===== src/rtl/cpu_mem_pkg.sv =====
// Shared types for the unified-memory port arbiter: FSM states and owner encoding.
package cpu_mem_pkg;

    typedef enum logic [1:0] {
        IDLE   = 2'd0,
        ACCESS = 2'd1,
        RESP   = 2'd2
    } state_t;

    localparam logic OWNER_IF = 1'b0;
    localparam logic OWNER_DM = 1'b1;

endpackage


===== src/rtl/mem_port_arbiter_if.sv =====
// Bundle of the fetch port, data port and memory-macro signals around the arbiter.
interface mem_port_arbiter_if #(
    parameter int AW = 32,
    parameter int DW = 32
);
    logic          if_req;
    logic [AW-1:0] if_addr;
    logic [DW-1:0] if_rdata;
    logic          if_ack;

    logic          dm_req;
    logic          dm_we;
    logic [AW-1:0] dm_addr;
    logic [DW-1:0] dm_wdata;
    logic [DW-1:0] dm_rdata;
    logic          dm_ack;

    logic          mem_en;
    logic          mem_we;
    logic [AW-1:0] mem_addr;
    logic [DW-1:0] mem_wdata;
    logic [DW-1:0] mem_rdata;

    logic          busy;
    logic          owner;

    // Arbiter side
    modport slave (
        input  if_req, if_addr, dm_req, dm_we, dm_addr, dm_wdata, mem_rdata,
        output if_rdata, if_ack, dm_rdata, dm_ack,
        output mem_en, mem_we, mem_addr, mem_wdata, busy, owner
    );

    // CPU + memory-macro side
    modport master (
        output if_req, if_addr, dm_req, dm_we, dm_addr, dm_wdata, mem_rdata,
        input  if_rdata, if_ack, dm_rdata, dm_ack,
        input  mem_en, mem_we, mem_addr, mem_wdata, busy, owner
    );

endinterface


===== src/rtl/mem_arb_pick.sv =====
// Combinational winner select: DM has priority unless IF has waited out a full DM streak.
module mem_arb_pick
    import cpu_mem_pkg::*;
#(
    parameter int MAX_DM_STREAK = 3
) (
    input  logic       if_req,
    input  logic       dm_req,
    input  logic [2:0] streak,
    output logic       grant,
    output logic       winner
);

    logic if_due;

    always_comb begin
        if_due = if_req && (streak >= 3'(MAX_DM_STREAK));
        grant  = if_req || dm_req;
        winner = (dm_req && !if_due) ? OWNER_DM : OWNER_IF;
    end

endmodule


===== src/rtl/mem_port_arbiter.sv =====
// Shares one single-port memory between instruction fetch and data access,
// one transaction in flight, fixed LAT-cycle access followed by a one-cycle ack.
module mem_port_arbiter
    import cpu_mem_pkg::*;
#(
    parameter int AW            = 32,
    parameter int DW            = 32,
    parameter int LAT           = 2,
    parameter int MAX_DM_STREAK = 3
) (
    input logic                clk,
    input logic                reset,
    mem_port_arbiter_if.slave  bus
);

    state_t        state, state_next;
    logic [3:0]    cnt;
    logic [2:0]    streak;
    logic [AW-1:0] addr_q;
    logic [DW-1:0] wdata_q;
    logic [DW-1:0] rdata_q;
    logic          we_q;
    logic          owner_q;
    logic          grant;
    logic          winner;

    mem_arb_pick #(
        .MAX_DM_STREAK (MAX_DM_STREAK)
    ) u_pick (
        .if_req (bus.if_req),
        .dm_req (bus.dm_req),
        .streak (streak),
        .grant  (grant),
        .winner (winner)
    );

    // NOTE: sequential state uses non-blocking assignments so every register
    // samples pre-edge values; reset is asynchronous and active-low.
    always_ff @(posedge clk or negedge reset) begin
        if (!reset) state <= IDLE;
        else        state <= state_next;
    end

    // NOTE: every output of this block gets a default first, so no path can infer a latch.
    always_comb begin
        state_next    = state;
        bus.mem_en    = 1'b0;
        bus.mem_we    = 1'b0;
        bus.busy      = 1'b0;
        bus.if_ack    = 1'b0;
        bus.dm_ack    = 1'b0;
        bus.if_rdata  = '0;
        bus.dm_rdata  = '0;
        bus.mem_addr  = addr_q;
        bus.mem_wdata = wdata_q;
        bus.owner     = owner_q;
        unique case (state)
            IDLE: begin
                if (grant) state_next = ACCESS;
            end
            ACCESS: begin
                bus.mem_en = 1'b1;
                bus.mem_we = we_q && (owner_q == OWNER_DM);
                bus.busy   = 1'b1;
                if (cnt == '0) state_next = RESP;
            end
            RESP: begin
                bus.busy = 1'b1;
                if (owner_q == OWNER_DM) begin
                    bus.dm_ack   = 1'b1;
                    bus.dm_rdata = rdata_q;
                end else begin
                    bus.if_ack   = 1'b1;
                    bus.if_rdata = rdata_q;
                end
                state_next = IDLE;
            end
            default: state_next = IDLE;
        endcase
    end

    always_ff @(posedge clk or negedge reset) begin
        if (!reset) begin
            cnt     <= '0;
            streak  <= '0;
            addr_q  <= '0;
            wdata_q <= '0;
            rdata_q <= '0;
            we_q    <= 1'b0;
            owner_q <= OWNER_IF;
        end else begin
            case (state)
                IDLE: begin
                    if (grant) begin
                        owner_q <= winner;
                        cnt     <= 4'(LAT - 1);
                        if (winner == OWNER_DM) begin
                            addr_q  <= bus.dm_addr;
                            wdata_q <= bus.dm_wdata;
                            we_q    <= bus.dm_we;
                        end else begin
                            addr_q  <= bus.if_addr;
                            wdata_q <= '0;
                            we_q    <= 1'b0;
                        end
                        // Streak only grows while IF is actually being held off.
                        if (winner == OWNER_DM && bus.if_req) begin
                            if (streak != 3'(MAX_DM_STREAK)) streak <= streak + 3'd1;
                        end else begin
                            streak <= '0;
                        end
                    end
                end
                ACCESS: begin
                    if (cnt == '0) rdata_q <= we_q ? '0 : bus.mem_rdata;
                    else           cnt     <= cnt - 4'd1;
                end
                default: ;
            endcase
        end
    end

endmodule


===== src/flat_wrapper.sv =====
// flat-port wrapper written by rule: the top's interface ports become plain ports
module mem_port_arbiter_flat import cpu_mem_pkg::*;
#(
    parameter int AW            = 32,
    parameter int DW            = 32,
    parameter int LAT           = 2,
    parameter int MAX_DM_STREAK = 3
)
  (clk, reset, bus_if_req, bus_if_addr, bus_dm_req, bus_dm_we, bus_dm_addr, bus_dm_wdata, bus_mem_rdata, bus_if_rdata, bus_if_ack, bus_dm_rdata, bus_dm_ack, bus_mem_en, bus_mem_we, bus_mem_addr, bus_mem_wdata, bus_busy, bus_owner);
  mem_port_arbiter_if #(.AW(AW), .DW(DW)) bus_i ();
  input logic clk;
  input logic reset;
  input wire logic [$bits(bus_i.if_req)-1:0] bus_if_req;
  input wire logic [$bits(bus_i.if_addr)-1:0] bus_if_addr;
  input wire logic [$bits(bus_i.dm_req)-1:0] bus_dm_req;
  input wire logic [$bits(bus_i.dm_we)-1:0] bus_dm_we;
  input wire logic [$bits(bus_i.dm_addr)-1:0] bus_dm_addr;
  input wire logic [$bits(bus_i.dm_wdata)-1:0] bus_dm_wdata;
  input wire logic [$bits(bus_i.mem_rdata)-1:0] bus_mem_rdata;
  output wire logic [$bits(bus_i.if_rdata)-1:0] bus_if_rdata;
  output wire logic [$bits(bus_i.if_ack)-1:0] bus_if_ack;
  output wire logic [$bits(bus_i.dm_rdata)-1:0] bus_dm_rdata;
  output wire logic [$bits(bus_i.dm_ack)-1:0] bus_dm_ack;
  output wire logic [$bits(bus_i.mem_en)-1:0] bus_mem_en;
  output wire logic [$bits(bus_i.mem_we)-1:0] bus_mem_we;
  output wire logic [$bits(bus_i.mem_addr)-1:0] bus_mem_addr;
  output wire logic [$bits(bus_i.mem_wdata)-1:0] bus_mem_wdata;
  output wire logic [$bits(bus_i.busy)-1:0] bus_busy;
  output wire logic [$bits(bus_i.owner)-1:0] bus_owner;
  assign bus_i.if_req = bus_if_req;
  assign bus_i.if_addr = bus_if_addr;
  assign bus_i.dm_req = bus_dm_req;
  assign bus_i.dm_we = bus_dm_we;
  assign bus_i.dm_addr = bus_dm_addr;
  assign bus_i.dm_wdata = bus_dm_wdata;
  assign bus_i.mem_rdata = bus_mem_rdata;
  assign bus_if_rdata = bus_i.if_rdata;
  assign bus_if_ack = bus_i.if_ack;
  assign bus_dm_rdata = bus_i.dm_rdata;
  assign bus_dm_ack = bus_i.dm_ack;
  assign bus_mem_en = bus_i.mem_en;
  assign bus_mem_we = bus_i.mem_we;
  assign bus_mem_addr = bus_i.mem_addr;
  assign bus_mem_wdata = bus_i.mem_wdata;
  assign bus_busy = bus_i.busy;
  assign bus_owner = bus_i.owner;
  mem_port_arbiter #(.AW(AW), .DW(DW), .LAT(LAT), .MAX_DM_STREAK(MAX_DM_STREAK)) u_core (.clk(clk), .reset(reset), .bus(bus_i));
endmodule

===== config.mk =====
export PLATFORM = sky130hd
export DESIGN_NAME = mem_port_arbiter_flat
export DESIGN_NICKNAME = d
export VERILOG_FILES = /design/src/rtl/cpu_mem_pkg.sv /design/src/rtl/mem_port_arbiter_if.sv /design/src/rtl/mem_arb_pick.sv /design/src/rtl/mem_port_arbiter.sv /design/src/flat_wrapper.sv
export SDC_FILE = /design/constraint.sdc
export NUM_CORES = 1
export LEC_CHECK = 0
export CELL_PAD_IN_SITES_DETAIL_PLACEMENT = 1
export CELL_PAD_IN_SITES_GLOBAL_PLACEMENT = 2
export CORE_MARGIN = 2
export CORE_UTILIZATION = 24
export CTS_BUF_LIST = sky130_fd_sc_hd__clkbuf_4 sky130_fd_sc_hd__clkbuf_8
export DETAILED_ROUTE_END_ITERATION = 10
export HOLD_SLACK_MARGIN = 0.05
export MAX_ROUTING_LAYER = met4
export PLACE_DENSITY_LB_ADDON = 0.2
export SYNTH_ARGS = -nofsm -noshare
export SYNTH_HDL_FRONTEND = slang
export SYNTH_SLANG_ARGS = --single-unit

===== constraint.sdc =====
create_clock -name clk -period 2.8 [get_ports clk]
set_clock_uncertainty 0.1 [all_clocks]
set_input_delay 0.56 -clock clk [delete_from_list [all_inputs] [get_ports clk]]
set_output_delay 0.56 -clock clk [all_outputs]
set_load 0.02 [all_outputs]

# Word-level counts from Yosys, hierarchy flattened
# Index checks and enable logic that the tools add are counted.
[word_totals] wordCells=57 reg_bits=107 out_inout_bits=134 input_bits=133
[classes] reduce_logical=15 eq_ne=7 n_addsub=2 order_cmp=1 muxes=24
[ops] operator="$mux W32" n=7
[ops] operator="$mux W1" n=9
[ops] operator="$mux W4" n=2
[ops] operator="$pmux W4 S2" n=1
[ops] operator="$mux W3" n=2
[ops] operator="$reduce_and A2 Y1" n=3
[ops] operator="$reduce_and A3 Y1" n=2
[ops] operator="$logic_and A1 B1 Y1" n=4
[ops] operator="$logic_not A4 Y1" n=1
[ops] operator="$mux W2" n=2
[ops] operator="$ne A2 B1 Y1 const B" n=2
[ops] operator="$ne A2 B2 Y1 const B" n=2
[ops] operator="$pmux W2 S2" n=1
[ops] operator="$sub A4 B1 Y4 const B" n=1
[ops] operator="$add A3 B1 Y3 const B" n=1
[ops] operator="$ge A3 B2 Y1 const B" n=1
[ops] operator="$ne A3 B2 Y1 const B" n=1
[ops] operator="$eq A2 B1 Y1 const B" n=1
[ops] operator="$eq A2 B2 Y1 const B" n=1
[ops] operator="$logic_not A2 Y1" n=1
[ops] operator="$reduce_bool A2 Y1" n=1
[ops] operator="$reduce_or A2 Y1" n=1
[ops] operator="$logic_not A1 Y1" n=1
[ops] operator="$logic_or A1 B1 Y1" n=1

# Longest topological paths before layout
[logic_depth] ltp_word=8 depth_mapped=8

# Cells and area by module
# A second synthesis with hierarchy kept.
[unflattened] hier_cells=564 hier_area_um2=5173.7
[by_module_without_submodules] module="mem_port_arbiter" n_inst=1 area_per_inst_um2=5152.4 cells_each=560
[by_module_without_submodules] module="mem_arb_pick" n_inst=1 area_per_inst_um2=21.3 cells_each=4

# Worst setup path before layout
# No wires, ideal clock.
[synth_timing] kind="register to output" from="register u_core.state[0]" to="output bus_if_rdata[22]" setup_slack_ps=565 stages_incl_launch_ff=6 required_time_ps=2140 t_arrival_ps=1575 path_buffers=1 cell_sequence="dfrtp_1 -> inv_1 -> ha_1 -> nor2b_1 -> clkbuf_1 -> and2_1"
[synth_between] elab_chain_cells=2
[synth_lines] element="from (decl)" line="mem_port_arbiter.sv:16" rtl="state_t state, state_next;"
[synth_lines] element="from (signal assigned)" line="mem_port_arbiter.sv:41" rtl="else state <= state_next;"
[synth_lines] element="$eq A2 B2 Y1" line="mem_port_arbiter.sv:57" rtl="unique case (state)"
[synth_lines] element="$mux W32" line="mem_port_arbiter.sv:57"
[synth_lines] element="to (decl)" line="flat_wrapper.sv:20" rtl="output wire logic [$bits(bus_i.if_rdata)-1:0] bus_if_rdata;"
# No other way between the ends.

# Final worst setup path
[layout_timing] from="register u_core.state[1]" to="output bus_mem_we"
[layout_between] elab_chain_cells=2
[layout_lines] element="$eq A2 B1 Y1" line="mem_port_arbiter.sv:57"
[layout_lines] element="$mux W1" line="mem_port_arbiter.sv:57"
[layout_lines] element="to (decl)" line="flat_wrapper.sv:25" rtl="output wire logic [$bits(bus_i.mem_we)-1:0] bus_mem_we;"
# No other way between the ends.

==> summary.txt <==
Finish
  • Share of cells above drive strength 1: 0.0580
  • Antenna Cells: 0
  • Area grow syn2layout: 59.3%
  • Nets: 928
  • Fillers: 2475
  • Most frequent cells in the layout: clkdlybuf4s50_1 (198), dfrtp_1 (106), nand2_1 (69), o2111ai_1 (64)
  • Most common cell after layout, fill and taps aside: clkdlybuf4s50_1
  • Cell area after layout: about 8600 um^2

Clock tree
  • Root Buffer: clkbuf_8
  • Max clock buf depth: 2
  • Clk_lat worst skew: 0.38 ns
  • CTS clk-pin slew, worst paths: approximately 0.10 ns
  • CTS H-Tree Depth: 3
  • CTS Sinks: about 110
  • CTS buffer count: 9
  • CTS tree: done

Timing
  • Final setup violation count: 0
  • Slew margin rel.: 0.574
  • Worst slew pin tran: roughly 0.64 ns
  • Fmax achieved: about 370 MHz
  • Min Tclk post-route: between 2 and 3 ns
  • Hold Violations, Final: 0
  • Max Slew Vio Count: 0
  • Setup ws final: 0.105 ns
  • Part of the cycle the worst path needs: 0.963
  • Hold Slack: ~0.40 ns
  • Unrepaired setup endpoints after global routing: yes

Synthesis
  • Mapped Area: 5390 um^2
  • Sequential share of the synthesized area: 0.497
  • Synth Warn #: 0
  • Mapped Cells: ~550
  • Synthesis-stage register bit count: ~110
  • Synth area leader: dfrtp_1
  • Cell variety after synth: 37
  • Synth top area cells: dfrtp_1 (50%), o2111ai_1 (10%), a22o_1 (5.4%)
  • Mean post-synth cell area: ~9.8 um^2
  • Share of Yosys cell area claimed by the top area cell type: 0.497
  • Synth Net Count: a little under 700

Die
  • Core area: ~22000 um^2
  • Die Y: around 150 um
  • Initial Util: 0.245
  • Row cnt: 54
  • Die Span X: 154 um
  • Die area: 23700 um^2
  • Ports: 267

Power
  • Power density over the cells: about 970 nW/um^2
  • Worst VDD drop: 0.333 mV
  • Pleak: about 4.4 nW

Critical path
  • Reg2Reg Setup Slack: around 0.5 ns
  • CP bufs+invs: 2
  • Critical path launch point type: flop
  • Reg2reg end: u_core.bus.mem_wdata[0]
  • Crit path max fanout: 10
  • Worst setup path start: u_core.state[1]
  • WP data required: ~2.1 ns
  • Worst Setup Path Type: reg -> out
  • Worst-path cell chain: inv_1 -> ha_2 -> and3_1 -> clkdlybuf4s50_1
  • End of the critical path: bus_mem_we
  • CP arrival: between 2 and 2.5 ns
  • CP max-delay cell: clkdlybuf4s50_1
  • Delay-heaviest family, CP: buffers and inverters
  • R2r startpoint: u_core.streak[0]
  • Worst r2r path cells: 6
  • CP peak stage delay: 0.62 ns
  • Number of stages on the worst setup path: 4
  • CP endpoint kind: output port

Detailed routing
  • Routed len/inst: 18.8 um
  • DRT Pass-1 Iters: 4
  • Antenna viol nets, final: 0
  • Via Count: between 5k and 6k
  • WL final: between 20000 and 25000 um
  • Drc violations: 0
  • Via-to-Cell Ratio: a little under 5
  • Initial detailed-routing violation count: roughly 130

Placed design
  • Dpl hpwl: between 10000 and 15000 um
  • IO buf count: between 200 and 300
  • Setup slack after placement: 0.308 ns
  • Placed inst area: approximately 8300 um^2
  • RD Place Congestion: 0.756

GRT
  • Largest net degree at the start of global routing: 65
  • Vias in the first global route: between 5k and 6k
  • First-pass GRT wire length: between 30000 and 40000 um
  • Remaining Overflow, GRT: 0
  • All-Layer GR Usage: 0.170
  • Initial antenna violation count: 0

Min path
  • HP Start: u_core.bus.mem_addr[28]
  • Min-delay worst type: reg -> reg

Status
  • Run status: complete, no violations

Flow run
  • Max_cap viols: 0
## report_power, final
part	internal (mW)	leakage, nW	switching, mW
clock network	0.422	0.100	0.601
logic	1.98	2.93	2.50
registers	2.28	1.35	0.517
## per-stage QoR
stage / utilization / TNS (ns) / cells / total power [mW]
final: 0.391 / 0 / 1073 / 8.30
after global routing: 0.391 / -0.00860 / 1073 / 8.91
after CTS: 0.387 / 0 / 1073 / 8.44
after detailed placement: 0.379 / 0 / 1056 / 7.40
after global placement: 0.379 / 0 / 1056 / 7.24
after floorplan: - / 0 / 552 / 5.30
## timing repair
action | 4_1_cts | 5_1_grt
setup endpoints to repair | 65 | 33
hold buffers | 1 | 0
endpoints found under the hold margin | 28 | 0
setup buffers | 0 | 0
resized for setup | 37 | 34
## metal layers
metal	routed length, um	track usage	share of wire	up-vias
li1	-	-	-	2482
met1	9350	0.220	0.46	2562
met2	9470	0.273	0.47	188
met3	988	0.0304	0.049	23
met4	371	0.0534	0.018	0
met5	0	-	0	-
## flip-flops by register name (all words and copies together) (netlist names)
signal	count
u_core.bus.owner	1
u_core.bus.mem_wdata	32
u_core.cnt	4
u_core.state	2
u_core.rdata_q	32
u_core.bus.mem_addr	32
u_core.we_q	1
u_core.streak	3
## kinds of logic after synthesis
family,Yosys count,share of synthesized area
adder cells (fa/ha/maj),7,0.0163
buffers and inverters,70,0.0557
AO/OA/AOI/OAI,152,0.219
AND/OR/NAND/NOR,216,0.212
flip-flops,107,0.497
## cells in the mapped netlist
cell,count
dfrtp_1,107
nand2_1,69
o2111ai_1,64
clkbuf_1,50
o21ai_0,34
a22o_1,33
and2_1,33
and3_1,33
nand2b_1,33
nand3_1,32
inv_1,9
ha_1,7
buf_2,6
a21oi_1,5
buf_6,4
nor2b_1,4
nor2_1,3
o22ai_1,3
a31oi_1,2
nor3_1,2
nor3b_1,2
or3b_2,2
a211o_1,1
a211oi_1,1
a211oi_4,1
a21o_1,1
a221o_1,1
a311o_1,1
a32o_1,1
a32oi_1,1
clkinv_1,1
nand4_1,1
nand4bb_1,1
nor4_1,1
o21a_1,1
o21ai_1,1
o311ai_0,1
## area by class of cell
type | instances | area [um^2] | share of cell area
inverters | 10 | 37.5 | 0.00438
multi-input cells | 375 | 2440 | 0.285
clock inverters | 7 | 73.8 | 0.00860
repair buffers | 285 | 2870 | 0.335
flip-flops and latches | 107 | 2680 | 0.312
well taps | 280 | 350 | 0.0408
clock buffers | 9 | 124 | 0.0144
## worst min path at each step
stage,to,slack [ns],cells after the start
floorplan,u_core.bus.mem_addr[0],0.16,0
global placement,u_core.bus.mem_addr[31],0.37,2
detailed placement,u_core.bus.mem_addr[28],0.38,2
CTS,u_core.bus.mem_addr[28],0.40,2
global route,u_core.bus.mem_wdata[1],0.43,1
finish,u_core.bus.mem_addr[28],0.40,2
## worst min-delay path: stages, from the launching register on
cell	delay, ns
dfrtp_1	0.35
nand2_1	0.05
nand3_1	0.07
Power figures use the tool's default switching activity.
